### src/rtl/race_pkg.sv
// Shared state encoding and default frame constants for the racing game sequencer.
package race_pkg;

    localparam int unsigned STATE_W = 3;

    typedef enum logic [STATE_W-1:0] {
        IDLE   = 3'd0,
        CNTDN  = 3'd1,
        RUN    = 3'd2,
        PAUSED = 3'd3,
        CRASH  = 3'd4,
        OVER   = 3'd5
    } game_state_t;

    localparam int unsigned DEF_FRAMES_PER_SEC = 60;
    localparam int unsigned DEF_SPEEDUP_FRAMES = 600;
    localparam int unsigned DEF_CRASH_FRAMES   = 90;

    function automatic int unsigned max3(input int unsigned a, input int unsigned b,
                                         input int unsigned c);
        int unsigned m;
        m = (a > b) ? a : b;
        return (m > c) ? m : c;
    endfunction

endpackage

### src/rtl/btn_rise_det.sv
// Registered rising-edge detector; history resets high so a button held through reset gives no edge.
module btn_rise_det (
    input  logic clk,
    input  logic reset,
    input  logic btn,
    output logic rise
);

    logic btn_q;

    always_ff @(posedge clk) begin
        if (reset) btn_q <= 1'b1;
        else       btn_q <= btn;
    end

    assign rise = btn & ~btn_q;

endmodule

### src/rtl/race_game_ctrl.sv
// Racing game sequencer: state machine, collision latch, score/speed and optional lives.
// Optional feature: define RACE_LIVES_EN for multi-life play.
module race_game_ctrl
    import race_pkg::*;
#(
    parameter int unsigned FRAMES_PER_SEC = DEF_FRAMES_PER_SEC,
    parameter int unsigned SPEEDUP_FRAMES = DEF_SPEEDUP_FRAMES,
    parameter int unsigned MAX_SPEED      = 7,
    parameter int unsigned CRASH_FRAMES   = DEF_CRASH_FRAMES,
    parameter int unsigned SCORE_W        = 14,
    parameter int unsigned START_LIVES    = 3
) (
    input  logic               clk,
    input  logic               reset,
    input  logic               refresh_tick,
    input  logic               start_btn,
    input  logic               pause_btn,
    input  logic               video_on,
    input  logic               car_on,
    input  logic               obstacle_on,
    output logic               car_reset,
    output logic               car_pause,
    output logic [2:0]         game_state,
    output logic [1:0]         countdown,
    output logic [2:0]         speed,
    output logic [SCORE_W-1:0] score,
    output logic [1:0]         lives
);

    localparam int unsigned FC_W = $clog2(max3(FRAMES_PER_SEC, SPEEDUP_FRAMES, CRASH_FRAMES) + 1);

    game_state_t        state, state_n;
    logic [FC_W-1:0]    frame_cnt, frame_cnt_n;
    logic [1:0]         countdown_n;
    logic [2:0]         speed_n;
    logic [SCORE_W-1:0] score_n;
    logic [SCORE_W:0]   score_sum;
    logic               car_reset_n, car_pause_n;
    logic               coll, coll_n;
    logic               start_rise, pause_rise;

    btn_rise_det u_start_det (.clk(clk), .reset(reset), .btn(start_btn), .rise(start_rise));
    btn_rise_det u_pause_det (.clk(clk), .reset(reset), .btn(pause_btn), .rise(pause_rise));

`ifdef RACE_LIVES_EN
    logic [1:0] lives_r, lives_n;
    assign lives = lives_r;
`else
    assign lives = 2'd1;
`endif

    assign game_state = state;
    assign score_sum  = {1'b0, score} + (SCORE_W+1)'(speed);

    always_comb begin
        state_n     = state;
        frame_cnt_n = frame_cnt;
        countdown_n = countdown;
        speed_n     = speed;
        score_n     = score;
        car_reset_n = 1'b0;
`ifdef RACE_LIVES_EN
        lives_n     = lives_r;
`endif
        case (state)
            IDLE: if (start_rise) begin
                state_n     = CNTDN;
                car_reset_n = 1'b1;
                score_n     = '0;
                speed_n     = 3'd1;
                countdown_n = 2'd3;
                frame_cnt_n = '0;
`ifdef RACE_LIVES_EN
                lives_n     = 2'(START_LIVES);
`endif
            end
            CNTDN: if (refresh_tick) begin
                if (frame_cnt == FC_W'(FRAMES_PER_SEC - 1)) begin
                    frame_cnt_n = '0;
                    if (countdown == 2'd1) begin
                        state_n     = RUN;
                        countdown_n = 2'd0;
                    end else begin
                        countdown_n = countdown - 2'd1;
                    end
                end else begin
                    frame_cnt_n = frame_cnt + FC_W'(1);
                end
            end
            RUN: begin
                // A crash on this tick takes priority over any pause edge arriving with it
                if (refresh_tick && coll) begin
                    state_n     = CRASH;
                    frame_cnt_n = '0;
                end else begin
                    if (refresh_tick) begin
                        score_n = score_sum[SCORE_W] ? '1 : score_sum[SCORE_W-1:0];
                        if (frame_cnt == FC_W'(SPEEDUP_FRAMES - 1)) begin
                            frame_cnt_n = '0;
                            if (speed != 3'(MAX_SPEED)) speed_n = speed + 3'd1;
                        end else begin
                            frame_cnt_n = frame_cnt + FC_W'(1);
                        end
                    end
                    if (pause_rise) state_n = PAUSED;
                end
            end
            PAUSED: if (pause_rise) state_n = RUN;
            CRASH: if (refresh_tick) begin
                if (frame_cnt == FC_W'(CRASH_FRAMES - 1)) begin
                    frame_cnt_n = '0;
`ifdef RACE_LIVES_EN
                    if (lives_r > 2'd1) begin
                        lives_n     = lives_r - 2'd1;
                        state_n     = CNTDN;
                        car_reset_n = 1'b1;
                        countdown_n = 2'd3;
                    end else begin
                        lives_n = 2'd0;
                        state_n = OVER;
                    end
`else
                    state_n = OVER;
`endif
                end else begin
                    frame_cnt_n = frame_cnt + FC_W'(1);
                end
            end
            OVER: if (start_rise) state_n = IDLE;
            default: state_n = IDLE;
        endcase

        coll_n = refresh_tick ? 1'b0 : (coll | (video_on & car_on & obstacle_on));
        if (state_n != state) coll_n = 1'b0;
        car_pause_n = (state_n != RUN);
    end

    always_ff @(posedge clk) begin
        if (reset) begin
            state     <= IDLE;
            frame_cnt <= '0;
            countdown <= 2'd0;
            speed     <= 3'd1;
            score     <= '0;
            car_reset <= 1'b0;
            car_pause <= 1'b1;
            coll      <= 1'b0;
`ifdef RACE_LIVES_EN
            lives_r   <= 2'(START_LIVES);
`endif
        end else begin
            state     <= state_n;
            frame_cnt <= frame_cnt_n;
            countdown <= countdown_n;
            speed     <= speed_n;
            score     <= score_n;
            car_reset <= car_reset_n;
            car_pause <= car_pause_n;
            coll      <= coll_n;
`ifdef RACE_LIVES_EN
            lives_r   <= lives_n;
`endif
        end
    end

endmodule

### config.mk
export PLATFORM = sky130hd
export DESIGN_NAME = race_game_ctrl
export DESIGN_NICKNAME = d
export VERILOG_FILES = /design/src/rtl/race_pkg.sv /design/src/rtl/btn_rise_det.sv /design/src/rtl/race_game_ctrl.sv
export SDC_FILE = /design/constraint.sdc
export NUM_CORES = 1
export LEC_CHECK = 0
export ABC_AREA = 1
export ABC_CLOCK_PERIOD_IN_PS = 1950
export BUFFER_PORTS_ARGS = -buffer_cell sky130_fd_sc_hd__buf_4
export CAP_MARGIN = 20
export CORE_ASPECT_RATIO = 1.75
export CORE_MARGIN = 1
export CORE_UTILIZATION = 40
export DETAILED_ROUTE_END_ITERATION = 12
export HOLD_SLACK_MARGIN = 0.15
export PLACE_DENSITY = 0.62
export SETUP_SLACK_MARGIN = 0.5
export SLEW_MARGIN = 10
export SYNTH_ARGS = -nofsm -noshare
export SYNTH_HDL_FRONTEND = slang
export SYNTH_SLANG_ARGS = --single-unit
export TNS_END_PERCENT = 50
### constraint.sdc
create_clock -name clk -period 1.95 [get_ports clk]
set_clock_uncertainty 0.15 [all_clocks]
set_input_delay 0.0975 -clock clk [delete_from_list [all_inputs] [get_ports clk]]
set_output_delay 0.0975 -clock clk [all_outputs]
set_load 0.05 [all_outputs]
### After elaboration in Yosys (flattened, before gate mapping)

Index checks and enable logic that the tools add are counted.

| storage, ports and cells | value |
|---|---|
| register bits after elaboration | 37 |
| bits of input ports | 8 |
| logic and storage cells | 91 |

| operators by class | value |
|---|---|
| muxes and demuxes | 37 |
| reductions and logical operators | 11 |
| equal/unequal tests | 21 |
| add/sub/neg operators | 4 |
| bitwise logic cells | 8 |

Operators with widths:

| kind | number |
|---|---|
| 10-bit two-way mux | 8 |
| 14-bit two-way mux | 4 |
| 3-bit two-way mux | 15 |
| 10-bit one-hot mux with 4 select lines | 1 |
| 14-bit one-hot mux with 2 select lines | 1 |
| 3-bit one-hot mux with 6 select lines | 1 |
| 2-bit inequality test, second input constant | 8 |
| 14-bit by 3-bit adder with 15-bit output | 1 |
| 10-bit by 1-bit adder with 10-bit output, second input constant | 1 |
| 10-bit equality test, second input constant | 1 |
| 10-bit by 6-bit equality test with 1-bit output, second input constant | 1 |
| 10-bit by 7-bit equality test with 1-bit output, second input constant | 1 |
| 2-bit two-way mux | 4 |
| 4-bit AND reduction | 2 |
| 3-bit by 2-bit equality test with 1-bit output, second input constant | 2 |
| 3-bit equality test, second input constant | 2 |
| 3-bit inequality test, second input constant | 2 |
| 3-bit one-hot mux with 2 select lines | 1 |
| 6-bit AND reduction | 1 |
| 5-bit AND reduction | 1 |
| 1-bit AND | 4 |
| 2-bit one-hot mux with 2 select lines | 1 |
| 2-bit nonzero test | 2 |
| 4-bit nonzero test | 1 |
| other kinds (13) | 15 |

### Logic depth before layout (Yosys ltp)

| depth | value |
|---|---|
| depth in word-level cells | 7 |
| gate-level depth with buffers | 11 |
| depth with buffers taken out | 11 |

### Modules after synthesis

From an unflattened synthesis, not the netlist that was laid out.

| unflattened totals | value |
|---|---|
| cells, all modules | 383 |
| area total of the unflattened synthesis | 2434.8 um^2 |

Modules (own cells, without submodules):

| module | area an instance (um^2) | cells an instance | times used |
|---|---|---|---|
| race_game_ctrl | 2359.8 | 373 | 1 |
| btn_rise_det | 37.5 | 5 | 2 |

### Worst setup path before layout

Ideal clock, no wire load.

| timing path | value |
|---|---|
| path type | register -> register |
| from | register speed[0] |
| to | register score[9] |
| cell stages (with the launch flop) | 12 |
| path slack | -0.564 ns |
| arrival time | 2.293 ns |
| period minus slack after synthesis | 2.514 ns |
| required time | 1.730 ns |
| library setup time | 0.070 ns |
| path buffers | 1 |
| cells stage by stage | dfxtp_1 -> ha_1 -> inv_1 -> fa_1 -> inv_1 -> nand3_1 -> nand2_1 -> nand4_1 -> clkbuf_1 -> o21ai_0 -> nand2_1 -> a21oi_1 |

| between the ends | value |
|---|---|
| longest elaborated chain between the ends | 5 |

Ends and longest elaborated chain:

| element | RTL line | source |
|---|---|---|
| from (decl) | race_game_ctrl.sv:25 | `output logic [2:0] speed,` |
| from (signal assigned) | race_game_ctrl.sv:155 | `speed <= speed_n;` |
| 14-bit by 3-bit adder with 15-bit output | race_game_ctrl.sv:53 | `assign score_sum = {1'b0, score} + (SCORE_W+1)'(speed);` |
| 14-bit two-way mux | race_game_ctrl.sv:97 | `score_n = score_sum[SCORE_W] ? '1 : score_sum[SCORE_W-1:0];` |
| 14-bit two-way mux | race_game_ctrl.sv:96 | `if (refresh_tick) begin` |
| 14-bit two-way mux | race_game_ctrl.sv:92 | `if (refresh_tick && coll) begin` |
| 14-bit one-hot mux with 2 select lines | race_game_ctrl.sv:65 | `case (state)` |
| to (signal assigned) | race_game_ctrl.sv:156 | `score <= score_n;` |
| to (decl) | race_game_ctrl.sv:26 | `output logic [SCORE_W-1:0] score,` |

Every way passes these cells. The select of a mux whose other input is x is not followed.
A chain may end at the register's enable or synchronous reset.

### Worst setup path in the final report

| timing path | value |
|---|---|
| from | register speed[0] |
| to | register score[6] |

Same word-level chain as after synthesis.

==> flow_summary_export.csv <==
group,metric,value,unit
run_status,outcome,"finished, final reports clean",
sta,layout_setup_ws,0.04876,ns
die,start_util,41.53,%
synthesis,synth_xor_xnor_area_share,1.068,%
sta,fin_tns_setup,0,ns
route,vias,2749,
sta,finalHoldViolations,0,
power,peakVddDrop,400.8,uV
global_routing,wire_length_of_the_first_global_routing_pass,11080,um
die,design.portCount,34,
clock_tree,h-tree-depth,2,
sta,finalCriticalPeriod,1.901,ns
power,power.leakage,1.516,nW
layout,drive_above_1_share,33.99,%
clock_tree,clockBufferDepth,2,
synthesis,synth_ff_type,"dfxtp_1",
critical_path,worstSetupEndpointType,"register",
route,antenna_left,0,
flow_run,maxCapViolations,0,
layout,layout.core_utilization,59.52,%
synthesis,synthCells,398,
sta,period_share,97.50,%
sta,final-max-slew-violation-count,0,
place,setup_slack_after_placement,0.05314,ns
synthesis,postSynthAreaPerCell,6.184,um^2
layout,fin_cells,537,
critical_path,regToRegSetupSlack,0.05,ns
hold_path,hold_path_startpoint,"refresh_tick",
critical_path,r2r_start,"speed[0]",
global_routing,gr-total-overflow,0,
global_routing,met1_usage,23.96,%
synthesis,synth_enable_flop_cells,0,
die,die_w,61.30,um
place,gp_congestion,0.8966,
route,routed_wl_per_cell,13.38,um
route,drcViolationCount,0,
hold_path,timing.hold.worst.class,"primary input to register",
die,die_h,105.8,um
route,route.detailed.vias_per_inst,5.119,
sta,rsz0062_at_grt,"yes",
place,dp_cells,507,
sta,fmax,526.0,MHz
clock_tree,clk_pin_slew_worst_paths,0.08,ns
route,drt_iter0_markers,164,
place,hpwlAfterDp,4938,um
clock_tree,cts_tree,"built",
critical_path,rr_worst_depth,11,
critical_path,worst-endpoint-required,2.03,ns
hold_path,hold_path_endpoint,"car_pause",
die,core_region_area,0.005926,mm^2
die,row_count,37,
clock_tree,worstSkewPairLatency,0.29,ns
place,port_buffer_count,31,
synthesis,yosys.area_share.adder,4.881,%
critical_path,timing.setup.critical_path_class,"register to register",
synthesis,synth-compound-area-share,7.677,%
global_routing,grt_start_max_net_pins,23,
layout,most_common_cell_after_layout_fill_and_taps_aside,"nand2_1",
clock_tree,ctsRootBufferMaster,"clkbuf_8",
synthesis,async_set_or_reset_flop_fraction_in_the_synthesized_netlist,0,%
critical_path,setup.worst_path.start_class,"register",
clock_tree,clock_sink_count,37,
global_routing,grt_use_met2,41.93,%
layout,antenna_cells_inserted,0,
hold_path,cell_depth_of_the_worst_hold_path,8,
route,routed_wirelength,7186,um
critical_path,worst_r2r_endpoint,"score[6]",
layout,areaGrowthSynthToFinish,43.31,%
sta,setup_viol,0,
global_routing,via_count_of_the_first_global_routing_pass,2547,
layout,nets_final,475,
global_routing,grt.busiest_layer,"met2",
sta,hold_ws,0.2069,ns
synthesis,synth_mux_area_share,0,%
synthesis,synth_cell_type_count,30,
global_routing,gr_util_met3,2.454,%
synthesis,combinational_family_with_the_most_area_after_synthesis,"simple AND/OR/NAND/NOR gates",
synthesis,number_of_warnings_issued_by_yosys,0,
global_routing,grt_antenna_before_repair,0,
synthesis,synthesis.area,0.002461,mm^2
power,powerDensity,572.3,mW/mm^2
synthesis,synth-seq-cells,37,
critical_path,critical_path.max_fanout,8,
synthesis,area_fraction_in_and_or_nand_and_nor_cells_after_synthesis,47.69,%
synthesis,yosysSeqAreaShare,30.10,%
clock_tree,cts_made_buffers,5,
global_routing,globalRouteTotalUtil,22.66,%
synthesis,synth.net_count,415,
layout,most-common-layout-cells,"nand2_1, buf_4, nor2_1, inv_1, nand3_1",
route,firstDrtPassIters,5,
critical_path,crit_arrival,1.98,ns
die,design.die.area,0.006483,mm^2
worst max-delay path by stage:
stage	from	endpoint	slack, ns	depth (start not counted)
after floorplan	speed[0]	score[8]	-0.08	11
after global placement	score[0]	score[2]	0.07	11
after detailed placement	score[0]	score[2]	0.05	11
after CTS	speed[0]	score[8]	0.06	11
after global routing	speed[0]	score[5]	-0.06	11
final	speed[0]	score[6]	0.05	11
Yosys cell counts, types with 2 or more instances:
master | instances | share of area [%]
nor2_4 | 3 | 1.4
dfxtp_1 | 37 | 30
nor2_1 | 57 | 8.7
conb_1 | 2 | 0.31
o21ai_0 | 11 | 2.2
nor3_1 | 4 | 0.81
inv_2 | 4 | 0.61
buf_4 | 2 | 0.61
nand4_1 | 12 | 3.1
clkbuf_1 | 3 | 0.46
nand2_2 | 4 | 1.0
a21oi_1 | 20 | 4.1
inv_1 | 39 | 5.9
ha_1 | 8 | 4.1
nand3_2 | 4 | 1.6
nand2_1 | 134 | 20
xor2_1 | 2 | 0.71
nand3_1 | 40 | 8.1
sequential cells by signal (all words and copies together), names as in the netlist:
register and cells:
car_pause 1, car_reset 1, coll 1, countdown 2, frame_cnt 10, game_state 3, score 14, speed 3
u_pause_det.btn_q 1, u_start_det.btn_q 1
worst max-delay path, cell delays in order, from the launching register on:
cell and delay, ns:
dfxtp_4 0.36, ha_4 0.13, inv_2 0.03, fa_2 0.34, inv_2 0.07, nand3_2 0.07, nand2_4 0.10, nand4_1 0.13
buf_6 0.19, o21ai_2 0.05, nand2_1 0.07, a21oi_2 0.14
timing repair:
action                                 CTS  global route
endpoints found under the hold margin   24             0
setup buffers                           11             4
setup endpoints to repair               32            33
gates resized for setup                 11            72
pin swaps                               19            48
hold buffers                             7             0
kinds of logic (layout without fill, tap and decap cells):
kind of cell	Yosys count	count (layout)
AO/OA/AOI/OAI	34	34
XOR/XNOR	3	3
flip-flops	37	37
AND/OR/NAND/NOR	263	263
buffers and inverters	50	111
other	2	2
adder cells (fa/ha/maj)	9	9
per-layer routing:
metal / up-vias / wire length (um) / part of all wire (%)
li1: 1391 / - / -
met1: 1288 / 2648 / 37
met2: 56 / 4157 / 58
met3: 14 / 172 / 2.4
met4: 0 / 207 / 2.9
met5: - / 0 / 0
power breakdown:
group	internal, W	switching [W]
logic	0.000248	0.000406
clock network	0.000255	0.000282
registers	0.000787	0.0000404
area by class of cell:
type                            instances  area, um^2
Tap cell                               78       97.59
Sequential cell                        37       784.5
Clock buffer                            8       80.08
Inverter                               43       186.4
Multi-Input combinational cell        311        1877
Timing Repair Buffer                   60       501.7
Fill cell                             606        2399
per-stage QoR:
stage	cell area, um^2	total power (W)
finish	3527	0.002019
global route	3527	0.002125
CTS	3232	0.001935
floorplan	2634	0.001219
global placement	2964	0.001352
detailed placement	2964	0.001357
No activity file was read; power rests on OpenSTA's default activity.
